### config.mk
export PLATFORM = sky130hd
export DESIGN_NAME = dragon_segment_driver
export DESIGN_NICKNAME = d
export VERILOG_FILES = /design/src/rtl/dragon_segment_driver.sv
export SDC_FILE = /design/constraint.sdc
export NUM_CORES = 1
export LEC_CHECK = 0
export BUFFER_PORTS_ARGS = -buffer_cell sky130_fd_sc_hd__buf_2
export CORE_MARGIN = 2
export CORE_UTILIZATION = 30
export DETAILED_ROUTE_END_ITERATION = 8
export HOLD_SLACK_MARGIN = 0.03
export PLACE_DENSITY = 0.55
export SYNTH_ARGS = -nofsm -noshare
export SYNTH_HDL_FRONTEND = slang
export SYNTH_SLANG_ARGS = --single-unit
### constraint.sdc
create_clock -name clk -period 4.8 [get_ports clk]
set_input_delay 0 -clock clk [delete_from_list [all_inputs] [get_ports clk]]
set_output_delay 0 -clock clk [all_outputs]
set_load 0.01 [all_outputs]
### src/rtl/dragon_segment_driver.sv
// Dragon body shift register: moves the head each step and lets the body follow.
// Optional DRAGON_SHRINK_EN adds a shrink input that shortens the body by one.
module dragon_segment_driver #(
    parameter int unsigned MOVE_PERIOD = 10,
    parameter logic [7:0]  START_POS   = 8'h85,
    parameter int unsigned START_LEN   = 3
) (
    input  logic        clk,
    input  logic        reset,
    input  logic        frame_tick,
    input  logic [1:0]  direction,
    input  logic        grow,
`ifdef DRAGON_SHRINK_EN
    input  logic        shrink,
`endif
    input  logic        halt,
    output logic [55:0] dragon_segment_positions,
    output logic [6:0]  segment_active,
    output logic [2:0]  dragon_length,
    output logic        positions_updated
);

    typedef enum logic [1:0] {
        IDLE,
        RUN,
        HALTED
    } state_t;

    localparam logic [7:0] LAST_CNT = 8'(MOVE_PERIOD - 1);

    state_t state_q;
    state_t state_d;

    logic [6:0][7:0] seg_q;
    logic [6:0][7:0] seg_next;
    logic [6:0]      active_q;
    logic [6:0]      mask_next;
    logic [2:0]      len_q;
    logic [2:0]      len_next;
    logic [1:0]      last_dir_q;
    logic [1:0]      applied_dir;
    logic [7:0]      move_cnt_q;
    logic [7:0]      move_cnt_d;
    logic            grow_pend_q;
    logic            upd_q;
    logic            step;
    logic [3:0]      head_x;
    logic [3:0]      head_y;
    logic [7:0]      next_head;
`ifdef DRAGON_SHRINK_EN
    logic            shrink_pend_q;
`endif

    // Reset body: laid out leftward from the head, one cell per segment.
    function automatic logic [7:0] init_seg(input int unsigned k);
        logic [3:0] x;
        x = START_POS[7:4] - 4'(k);
        if (k < START_LEN) begin
            init_seg = {x, START_POS[3:0]};
        end else begin
            init_seg = 8'hFF;
        end
    endfunction

    assign step = (state_q == RUN) && !halt && frame_tick
                  && (move_cnt_q == LAST_CNT);

    always_ff @(posedge clk) begin
        if (!reset) begin
            state_q <= IDLE;
        end else begin
            state_q <= state_d;
        end
    end

    always_comb begin
        state_d    = state_q;
        move_cnt_d = move_cnt_q;
        unique case (state_q)
            IDLE: begin
                move_cnt_d = 8'd0;
                if (frame_tick) begin
                    state_d = RUN;
                end
            end
            RUN: begin
                if (halt) begin
                    state_d = HALTED;
                end else if (frame_tick) begin
                    move_cnt_d = step ? 8'd0 : move_cnt_q + 8'd1;
                end
            end
            HALTED: begin
                if (!halt) begin
                    state_d    = RUN;
                    move_cnt_d = 8'd0;
                end
            end
            default: begin
                state_d    = IDLE;
                move_cnt_d = 8'd0;
            end
        endcase
    end

    // A request straight back into the body is dropped.
    always_comb begin
        head_x      = seg_q[0][7:4];
        head_y      = seg_q[0][3:0];
        applied_dir = direction;
        if (direction == (last_dir_q ^ 2'b10)) begin
            applied_dir = last_dir_q;
        end
        next_head = seg_q[0];
        unique case (applied_dir)
            2'b00: next_head = {head_x,
                                (head_y == 4'd0) ? 4'd11 : head_y - 4'd1};
            2'b01: next_head = {head_x + 4'd1, head_y};
            2'b10: next_head = {head_x,
                                (head_y >= 4'd11) ? 4'd0 : head_y + 4'd1};
            2'b11: next_head = {head_x - 4'd1, head_y};
            default: next_head = seg_q[0];
        endcase
    end

    always_comb begin
        len_next = len_q;
`ifdef DRAGON_SHRINK_EN
        if (grow_pend_q && !shrink_pend_q && len_q != 3'd7) begin
            len_next = len_q + 3'd1;
        end else if (shrink_pend_q && !grow_pend_q && len_q != 3'd1) begin
            len_next = len_q - 3'd1;
        end
`else
        if (grow_pend_q && len_q != 3'd7) begin
            len_next = len_q + 3'd1;
        end
`endif
        for (int i = 0; i < 7; i++) begin
            mask_next[i] = (3'(i) < len_next);
        end
        seg_next[0] = next_head;
        for (int i = 1; i < 7; i++) begin
            seg_next[i] = mask_next[i] ? seg_q[i-1] : 8'hFF;
        end
    end

    always_ff @(posedge clk) begin
        if (!reset) begin
            for (int k = 0; k < 7; k++) begin
                seg_q[k]    <= init_seg(k);
                active_q[k] <= (k < START_LEN);
            end
            len_q       <= 3'(START_LEN);
            last_dir_q  <= 2'b01;
            move_cnt_q  <= 8'd0;
            grow_pend_q <= 1'b0;
            upd_q       <= 1'b0;
        end else begin
            upd_q      <= step;
            move_cnt_q <= move_cnt_d;
            // A pulse landing on the step edge waits for the following step.
            grow_pend_q <= step ? grow : (grow_pend_q | grow);
            if (step) begin
                seg_q      <= seg_next;
                active_q   <= mask_next;
                len_q      <= len_next;
                last_dir_q <= applied_dir;
            end
        end
    end

`ifdef DRAGON_SHRINK_EN
    always_ff @(posedge clk) begin
        if (!reset) begin
            shrink_pend_q <= 1'b0;
        end else begin
            shrink_pend_q <= step ? shrink : (shrink_pend_q | shrink);
        end
    end
`endif

    assign dragon_segment_positions = seg_q;
    assign segment_active           = active_q;
    assign dragon_length            = len_q;
    assign positions_updated        = upd_q;

endmodule

==> out/qor.yml, run 1 <==
die:
  pin_count: 74
  rows: 38
  die_h_um: 108.5
  core_area_mm2: 0.01075
  dieArea_mm2: 0.01178
  start_util_pct: 30.51
  die_width_um: 108.5
global_routing:
  grt_antenna_before_repair: 0
  overflow: 0
  grt_max_degree: 55
  track_usage_pct: 14.07
  grt_util_met2_pct: 22.54
  grt.busiest_layer: "met2"
  grt_use_met3_pct: 5.003
  met1_usage_pct: 18.09
  grt_pass1_vias: 2599
  grt_first_pass_wirelength_um: 12900
sta:
  fin_crit_sh_pct: 56.17
  final.setup.tns_ns: 0
  hold_violations: 0
  finalMaxSlewViolations: 0
  layout_min_cycle_time_ns: 2.696
  skew_ns: 0.005510
  setup_viol: 0
  clock.fmax_mhz: 370.9
  worstMarginPinSlew_ns: 0.8875
  slew_headroom_pct: 40.55
  rsz0062_at_grt: "false"
status:
  outcome: "completed"
synth:
  ys_seq_area_share_pct: 48.24
  ys_ff_latch: 79
  syn_area_mm2: 0.003278
  syn_inst: 356
  avgSynthCellArea_um2: 9.208
  yosysUniqueCellTypes: 47
  synthesis.nets: 372
  post-synth-top-area-cell: "dfxtp_1"
  synth-edff-count: 0
  synth_top_area_share_pct: 48.24
  ys_warn_count: 0
  yosys_most_used_dff: "dfxtp_1"
  async_reset_ff_share_pct: 0
  synthTopCellsByArea: "dfxtp_1 48%, nor2_1 4.4%, o21ai_0 4.3%"
drt:
  first_iter_violations: 168
  first_pass_iters: 4
  post_drt_wl_per_cell_um: 14.26
  drt-total-wl_um: 8131
  ant_nets: 0
  route.detailed.drc: 0
  via_per_inst: 4.998
  vias: 2849
final_layout:
  nets: 441
  seqCellArea_mm2: 0.001582
  drive_gt1_share_pct: 24.88
  area_growth_pct: 22.14
  diodes: 0
  utilization_pct: 37.26
  stdcell_count: 570
  fillers: 1156
  multi_input_area_mm2: 0.001590
clock_network:
  worstSkewPairLatency_ns: 0.35
  clockRootBuffer: "clkbuf_8"
  h-tree-depth: 3
  cts_num_sinks: 79
  holdBufCountCts: 4
  clkTransAtPathRegs_ns: 0.08
  clk_path_buf_depth: 2
  postCtsSetupBuffers: 0
  cts_tree: "done"
  post_cts_resized: 0
  numCtsBuffers: 9
power:
  power.density_mw_per_mm2: 313.4
  ir_worst_vdd_mv: 0.2215
  leakage_nw: 1.565
critical_path:
  start_kind: "flip-flop"
  r2r_start: "dragon_length[0]$_SDFFE_PN1P_"
  crit_fanout: 11
  r2r_end: "dragon_segment_positions[39]$_SDFFE_PN1P_"
  rrSetupSlack_ns: 2.10
  cp.required_ns: 5.10
  cp-end-kind: "flip-flop"
  cp.arrival_ns: 2.99
  critPathKind: "flip-flop to flip-flop"
  reg2reg_depth: 7
hold_path:
  hold_start: "frame_tick"
  hold_class: "input port to flip-flop"
  holdPathStages: 4
  holdPathEnd: "state_q[0]$_SDFFE_PN0P_"
place:
  io_buffers: 73
  hpwl_um: 5733
  gp_congestion: 0.8246
  dp_cells: 550
flow_run:
  cap_violations: 0
final cells by class:
| cell class | instances | area share, % |
|---|---|---|
| inverters | 4 | 0.3750 |
| repair buffers | 79 | 10.50 |
| clock buffers | 10 | 3.187 |
| flip-flops and latches | 79 | 39.50 |
| well taps | 140 | 4.375 |
| clock inverters | 6 | 2.344 |
| multi-input cells | 252 | 39.72 |
worst max-delay path: stages (launching register included):
cell	delay, ns
dfxtp_1	0.51
ha_1	0.21
ha_1	0.15
nand2b_1	0.31
mux2i_1	0.76
a221oi_1	0.21
nand2_1	0.31
o22a_1	0.19
how the worst max path moves through the flow:
stage,start,endpoint,slack (ns),cells after the start
3_3_place_gp,dragon_length[0]$_SDFFE_PN1P_,dragon_segment_positions[38]$_SDFFE_PN1P_,2.14,7
5_1_grt,dragon_length[0]$_SDFFE_PN1P_,dragon_segment_positions[39]$_SDFFE_PN1P_,1.81,7
2_1_floorplan,dragon_length[0]$_SDFFE_PN1P_,dragon_segment_positions[17]$_SDFFE_PN0P_,2.49,8
3_5_place_dp,dragon_length[0]$_SDFFE_PN1P_,dragon_segment_positions[36]$_SDFFE_PN1P_,2.09,7
6_report,dragon_length[0]$_SDFFE_PN1P_,dragon_segment_positions[39]$_SDFFE_PN1P_,2.10,7
4_1_cts,dragon_length[0]$_SDFFE_PN1P_,dragon_segment_positions[39]$_SDFFE_PN1P_,2.04,7
cell families (layout without fill, tap and decap cells):
kind of cell / count (synthesis) / count (layout) / share of synthesized area (%)
fa+ha+maj: 10 / 10 / 3.741
mux: 9 / 9 / 2.824
buf+inv: 25 / 99 / 3.244
flops: 79 / 79 / 48.24
xor+xnor: 12 / 12 / 3.206
simple gates: 133 / 133 / 20.08
compound gates: 88 / 88 / 18.66
registers in the layout, indices dropped and copies added, names as in the netlist:
name	flops
last_dir_q	2
dragon_length	2
move_cnt_q	8
dragon_segment_positions	56
positions_updated	1
segment_active	7
grow_pend_q	1
state_q	2
routing by layer:
layer | vias to the layer above | wire length [µm]
met4 | 0 | 75
met1 | 1348 | 3855
met2 | 80 | 3691
met5 | - | 0
met3 | 7 | 509
li1 | 1414 | -
synthesized netlist by cell type (all sizes together) (3+ instances only):
| master | number |
|---|---|
| nor2 | 39 |
| nand2b | 8 |
| nor3 | 20 |
| dfxtp | 79 |
| o22ai | 15 |
| nand3 | 9 |
| clkbuf | 18 |
| o211a | 4 |
| nand2 | 36 |
| ha | 9 |
| o21ai | 28 |
| xnor2 | 7 |
| buf | 3 |
| mux2i | 7 |
| a21boi | 6 |
| xor2 | 5 |
| inv | 4 |
| o221a | 7 |
| o22a | 10 |
| and2 | 4 |
| a31oi | 3 |
| o211ai | 4 |
| a21oi | 5 |
through the flow:
| stage | instance area, µm² | setup slack [ns] | total power, mW | hold WS [ns] |
|---|---|---|---|---|
| 2_1_floorplan | 3278 | 2.494 | 0.7097 | 0.1161 |
| 3_3_place_gp | 3742 | 2.145 | 0.7207 | 0.2301 |
| 3_5_place_dp | 3742 | 2.086 | 0.7213 | 0.2354 |
| 4_1_cts | 4004 | 2.042 | 1.274 | 0.06731 |
| 5_1_grt | 4004 | 1.813 | 1.306 | 0.09102 |
| 6_report | 4004 | 2.104 | 1.255 | 0.08052 |
layout by cell type, fill, tap and decap left out, types with 4 or more instances in the layout:
| cell | instances |
|---|---|
| mux2i_1 | 7 |
| nor3_1 | 20 |
| clkbuf_8 | 9 |
| o211ai_1 | 4 |
| a21oi_1 | 5 |
| dfxtp_1 | 79 |
| nand2b_1 | 8 |
| o21ai_0 | 28 |
| and2_1 | 4 |
| o211a_1 | 4 |
| o221a_2 | 7 |
| xor2_1 | 5 |
| a21boi_0 | 6 |
| ha_1 | 9 |
| xnor2_1 | 7 |
| buf_2 | 73 |
| dlygate4sd3_1 | 4 |
| nor2_1 | 38 |
| nand2_1 | 36 |
| o22ai_1 | 15 |
| inv_1 | 4 |
| nand3_1 | 9 |
| o22a_1 | 10 |
where the power goes:
| part | leakage (nW) | switching, mW | internal, mW | total [mW] |
|---|---|---|---|---|
| logic | 0.818 | 0.0299 | 0.0175 | 0.0475 |
| registers | 0.639 | 0.00305 | 0.658 | 0.661 |
| clock network | 0.107 | 0.250 | 0.297 | 0.547 |
(Power assumes the default switching activity.)
==> run 2, diff against run 1 <==
==> constraint.sdc (replaced) <==
create_clock -name clk -period 2.68 [get_ports clk]
set_input_delay 0 -clock clk [delete_from_list [all_inputs] [get_ports clk]]
set_output_delay 0 -clock clk [all_outputs]
set_load 0.01 [all_outputs]
==> run 2 against run 1 <==
- register-to-register slack lost 1.8 ns
- sequential cell count unchanged
- final cell count increased by 0.70%
- via count grew 0.42%
- critical path depth shrank 3
- clock-buffer cell count did not move
- final area is 0.66% higher
- critical path type unchanged
==> out/qor.yml, run 2 (synthesized netlist as in run 1, its figures left out) <==
clock_network:
  cts_tree: "done"
  post_cts_resized: 0  # unchanged
  worstSkewPairLatency_ns: 0.34  # about the same
  postCtsSetupBuffers: 0  # unchanged
  h-tree-depth: 3  # unchanged
  clk_path_buf_depth: 2  # unchanged
  cts_num_sinks: 79  # unchanged
  numCtsBuffers: 9  # unchanged
  clockRootBuffer: "clkbuf_8"
  clkTransAtPathRegs_ns: 0.08  # about the same
global_routing:
  overflow: 0  # unchanged
  grt_first_pass_wirelength_um: 12740  # -1.2%
  grt_max_degree: 40  # -27%
  grt_pass1_vias: 2521  # -3.0%
  grt_antenna_before_repair: 0  # unchanged
  track_usage_pct: 13.76  # -0.31 points
critical_path:
  cp.arrival_ns: 2.59  # -0.40 ns
  crit_chain: "or4b_4 -> or4_4 -> a31o_2 -> o221a_2"
  path_buf_inv: 0  # unchanged
  cp.required_ns: 2.92  # -2.18 ns
  cp_slowest_cell: "or4_4"
  cp_slowest_stage_delay_ns: 0.69  # -0.07 ns
  cp_top_family: "simple AND/OR/NAND/NOR gates"
  start_kind: "flip-flop"
  crit_fanout: 29  # +18
  cp-end-kind: "flip-flop"
  critPathKind: "flip-flop to flip-flop"
sta:
  worstMarginPinSlew_ns: 0.3970  # -0.4906 ns
  final.setup.tns_ns: 0  # unchanged
  layout_min_cycle_time_ns: 2.355  # -0.3418 ns
  slew_headroom_pct: 73.46  # +33 points
  fin_crit_sh_pct: 87.85  # +32 points
  finalMaxSlewViolations: 0  # unchanged
  hold_violations: 0  # unchanged
  skew_ns: 0.008839  # +0.003329 ns
  clock.fmax_mhz: 424.7  # +15%
  setup_viol: 0  # unchanged
  rsz0062_at_grt: "false"
die:
  dieArea_mm2: 0.01178  # unchanged
  core_area_mm2: 0.01075  # unchanged
  rows: 38  # unchanged
  start_util_pct: 30.51  # unchanged
  pin_count: 74  # unchanged
  die_h_um: 108.5  # unchanged
  die_width_um: 108.5  # unchanged
final_layout:
  area_growth_pct: 22.94
  largest_register_ffs: 56  # unchanged
  diodes: 0  # unchanged
  fin_area_mm2: 0.004030  # +0.66%
  drive_gt1_share_pct: 25.58  # +0.69 points
  final_cell_mix: "79 x dfxtp_1, 73 x buf_2, 38 x nor2_1, 36 x nand2_1, 28 x o21ai_0"
  mostFrequentLayoutCell: "dfxtp_1"
  nets: 446  # +1.1%
drt:
  first_iter_violations: 151  # -10%
  drt-total-wl_um: 8063  # -0.84%
  first_pass_iters: 4  # unchanged
  vias: 2861  # +0.42%
  wl_met1_um: 3802  # -1.4%
  ant_nets: 0  # unchanged
  route.detailed.drc: 0  # unchanged
  via_per_inst: 4.984  # -0.28%
  dr_wl_met3_um: 493  # -3.1%
  post_drt_wl_per_cell_um: 14.05  # -1.5%
  wl_met2_um: 3689  # about the same
  routed.top_layer: "met4"
status:
  outcome: "completed"
place:
  dpl_cell_area_mm2: 0.003780  # +1.0%
  gp_congestion: 0.8056  # -2.3%
  hpwl_um: 5669  # -1.1%
  io_buffers: 73  # unchanged
power:
  leakage_nw: 1.589  # +1.5%
  power.density_mw_per_mm2: 552.9  # +76%
  power_mw: 2.228  # +78%
  ir_worst_vdd_mv: 0.2931  # +32%
flow_run:
  cap_violations: 0  # unchanged
hold_path:
  hold_class: "input port to flip-flop"
==> run 2: changes by cell type in the layout (fill, tap and decap cells not counted) <==
cell / change
clkinv_2: +1
clkinv_4: -1
buf_4: +5
clkinvlp_4: -1
==> run 2: worst reg2reg max path, cell delays in order, from the launching register on <==
cell and delay, ns:
dfxtp_1 0.37, or4b_4 0.57, or4_4 0.69, a31o_2 0.37
o221a_2 0.26
==> run 2: metrics by stage <==
step	hold WS (ns)	setup slack, ns	utilization (%)	instances
2_1_floorplan	0.1161	0.3742	-	356
3_3_place_gp	0.2596	0.3667	35.18	555
3_5_place_dp	0.2669	0.3395	35.18	555
4_1_cts	0.09800	0.3253	37.51	574
5_1_grt	0.1047	0.02676	37.51	574
6_report	0.1092	0.3255	37.51	574
==> run 2: cell type report <==
cell class / count / area [µm²]
clock buffer: 10 / 127.6
clock inverter: 5 / 82.58
fill: 1138 / 6715
inverter: 4 / 15.01
multi-input combinational: 252 / 1590
sequential: 79 / 1582
tap: 140 / 175.2
timing repair buffer: 84 / 457.9
==> run 2: worst paths after layout <==
path | slack, ns | cells after the start | from | endpoint
worst max register to register | 0.33 | 4 | move_cnt_q[2]$_SDFFE_PN0P_ | dragon_segment_positions[17]$_SDFFE_PN0P_
worst min-delay path | 0.11 | 4 | frame_tick | state_q[0]$_SDFFE_PN0P_
worst min register to register | 0.47 | 2 | segment_active[4]$_SDFFE_PN0P_ | segment_active[4]$_SDFFE_PN0P_
worst max-delay path | 0.33 | 4 | move_cnt_q[2]$_SDFFE_PN0P_ | dragon_segment_positions[17]$_SDFFE_PN0P_
==> run 2: routing by layer <==
metal	global-route usage, %	vias up
li1	-	1432
met1	18.26	1342
met2	21.52	80
met3	4.461	7
met4	3.663	0
met5	0	-
==> run 2: what timing repair did <==
item	4_1_cts	5_1_grt
endpoints found under the hold margin	5	0
hold buffers	4	0
endpoints found under the setup margin	0	0
==> run 2: power breakdown <==
group | leakage (nW) | internal [mW] | switching, mW
Sequential | 0.639 | 1.18 | 0.00542
Combinational | 0.843 | 0.0338 | 0.0528
Clock | 0.107 | 0.524 | 0.435
Total | 1.59 | 1.74 | 0.493
==> run 3, diff against run 2 <==
--- a/config.mk
+++ b/config.mk
@@ -8,6 +8,7 @@
 export BUFFER_PORTS_ARGS = -buffer_cell sky130_fd_sc_hd__buf_2
 export CORE_MARGIN = 2
 export CORE_UTILIZATION = 30
+export CTS_BUF_LIST = sky130_fd_sc_hd__clkbuf_4
 export DETAILED_ROUTE_END_ITERATION = 8
 export HOLD_SLACK_MARGIN = 0.03
 export PLACE_DENSITY = 0.55
==> run 3 against run 2 <==
- setup slack lost 0.0071 ns
- clock-buffer cell count unchanged
- maximum frequency down 0.30%
- sequential cell count unchanged
- largest power group unchanged
- critical path type unchanged
- global-route usage grew 0.11 points
- wire length down 0.27%
- power down 6.5%
- worst hold slack improved by 0.25 ns
- combinational power up 2%
- final cell count grew 0.35%
- first-iteration DRC count shrank 26%
==> out/qor.yml, run 3 (synthesized netlist as in run 1, its figures left out) <==
sta:
  worstMarginPinSlew_ns: 0.3962  # -0.0008097 ns
  setup_ws_ns: 0.3184  # -0.007102 ns
  layout_min_cycle_time_ns: 2.362  # +0.007102 ns
  finalMaxSlewViolations: 0  # unchanged
  rsz0062_at_grt: "false"
  clock.fmax_mhz: 423.4  # -0.30%
  fin_crit_sh_pct: 88.12  # +0.26 points
  hold_violations: 0  # unchanged
  setup_viol: 0  # unchanged
  final.setup.tns_ns: 0  # unchanged
  skew_ns: 0.01626  # +0.007417 ns
  slew_headroom_pct: 73.51  # about the same
critical_path:
  crit_fanout: 29  # unchanged
  critPathKind: "flip-flop to flip-flop"
  reg2reg_depth: 4  # unchanged
  cp.arrival_ns: 2.69  # +0.10 ns
  cp.required_ns: 3.01  # +0.09 ns
  rrSetupSlack_ns: 0.32  # about the same
  r2r_start: "move_cnt_q[2]$_SDFFE_PN0P_"
  cp-end-kind: "flip-flop"
  r2r_end: "dragon_segment_positions[20]$_SDFFE_PN0P_"
  start_kind: "flip-flop"
drt:
  ant_nets: 0  # unchanged
  vias: 2848  # -0.45%
  drt-total-wl_um: 8041  # -0.27%
  via_per_inst: 4.944  # -0.80%
  post_drt_wl_per_cell_um: 13.96  # -0.62%
  first_iter_violations: 112  # -26%
  route.detailed.drc: 0  # unchanged
  first_pass_iters: 4  # unchanged
final_layout:
  final_cell_mix: "79 x dfxtp_1, 73 x buf_2, 38 x nor2_1, 36 x nand2_1, 28 x o21ai_0"
  stdcell_count: 576  # +0.35%
  utilization_pct: 37.20  # -0.30 points
  drive_gt1_share_pct: 25.69  # +0.11 points
  largest_register_ffs: 56  # unchanged
  area_growth_pct: 21.95
  diodes: 0  # unchanged
  mostFrequentLayoutCell: "dfxtp_1"
  nets: 448  # +0.45%
die:
  start_util_pct: 30.51  # unchanged
  rows: 38  # unchanged
  die_h_um: 108.5  # unchanged
  die_width_um: 108.5  # unchanged
  pin_count: 74  # unchanged
  core_area_mm2: 0.01075  # unchanged
  dieArea_mm2: 0.01178  # unchanged
clock_network:
  cts_tree: "done"
  clkTransAtPathRegs_ns: 0.13  # +0.05 ns
  clk_path_buf_depth: 2  # unchanged
  h-tree-depth: 3  # unchanged
  cts_num_sinks: 79  # unchanged
  postCtsSetupBuffers: 0  # unchanged
  clockRootBuffer: "clkbuf_4"
  worstSkewPairLatency_ns: 0.42  # +0.08 ns
  numCtsBuffers: 9  # unchanged
hold_path:
  holdPathEnd: "grow_pend_q$_SDFF_PN0_"
  holdPathStages: 4  # unchanged
  hold_start: "grow"
  hold_class: "input port to flip-flop"
global_routing:
  track_usage_pct: 13.88  # +0.11 points
  grt_first_pass_wirelength_um: 12780  # +0.32%
  overflow: 0  # unchanged
  grt_pass1_vias: 2544  # +0.91%
  grt_antenna_before_repair: 0  # unchanged
  grt_max_degree: 40  # unchanged
place:
  dp_cells: 555  # unchanged
  hpwl_um: 5669  # unchanged
  pre_cts_slack_ns: 0.3395  # unchanged
  gp_congestion: 0.8056  # unchanged
  io_buffers: 73  # unchanged
status:
  outcome: "completed"
power:
  leakage_nw: 1.577  # -0.73%
  power.density_mw_per_mm2: 520.9  # -5.8%
  power_mw: 2.082  # -6.5%
  ir_worst_vdd_mv: 0.2271  # -23%
flow_run:
  cap_violations: 0  # unchanged
## run 3: per-stage QoR
stage,hold slack (ns),instance area (µm²)
detailed placement,0.2669,3780
global placement,0.2596,3780
finish,0.3605,3998
global route,0.3302,3998
floorplan,0.1161,3278
CTS,0.3346,3998
## run 3: worst max-delay path: stages (launching register included)
cell	delay, ns
dfxtp_1	0.38
or4b_4	0.57
or4_4	0.69
a31o_2	0.36
o221a_2	0.26
## run 3: timing repair
item / 4_1_cts / 5_1_grt
gates resized for setup: 0 / 0
hold buffers: 6 / 0
endpoints found under the hold margin: 34 / 0
## run 3: layout make-up
type | instances | area, µm²
flip-flops and latches | 79 | 1582
multi-input cells | 252 | 1590
inverters | 4 | 15.01
fillers | 1141 | 6748
clock inverters | 5 | 82.58
well taps | 140 | 175.2
clock buffers | 10 | 75.07
repair buffers | 86 | 478.0
## run 3: power by group
| group | total, mW | internal (mW) | leakage [nW] | switching, mW |
|---|---|---|---|---|
| logic | 0.0886 | 0.0357 | 0.851 | 0.0530 |
| clock network | 0.808 | 0.388 | 0.0868 | 0.421 |
| registers | 1.19 | 1.18 | 0.639 | 0.00562 |
| total | 2.08 | 1.60 | 1.58 | 0.479 |
## run 3: layer usage
| layer | vias to the layer above | track usage (%) | part of all wire (%) |
|---|---|---|---|
| met2 | 83 | 21.56 | 45 |
| li1 | 1431 | - | - |
| met1 | 1325 | 18.41 | 47 |
| met4 | 0 | 3.938 | 1.2 |
| met3 | 9 | 4.521 | 6.8 |
| met5 | - | 0 | 0 |
## run 3: worst max path at each step
| stage | startpoint | endpoint | slack, ns |
|---|---|---|---|
| final | move_cnt_q[2]$_SDFFE_PN0P_ | dragon_segment_positions[20]$_SDFFE_PN0P_ | 0.32 |
| after global routing | dragon_length[0]$_SDFFE_PN1P_ | dragon_segment_positions[34]$_SDFFE_PN1P_ | 0.02 |
| after CTS | move_cnt_q[2]$_SDFFE_PN0P_ | dragon_segment_positions[17]$_SDFFE_PN0P_ | 0.31 |
| after detailed placement | move_cnt_q[2]$_SDFFE_PN0P_ | dragon_segment_positions[17]$_SDFFE_PN0P_ | 0.34 |
| after global placement | move_cnt_q[2]$_SDFFE_PN0P_ | dragon_segment_positions[17]$_SDFFE_PN0P_ | 0.37 |
| after floorplan | dragon_length[0]$_SDFFE_PN1P_ | dragon_segment_positions[17]$_SDFFE_PN0P_ | 0.37 |
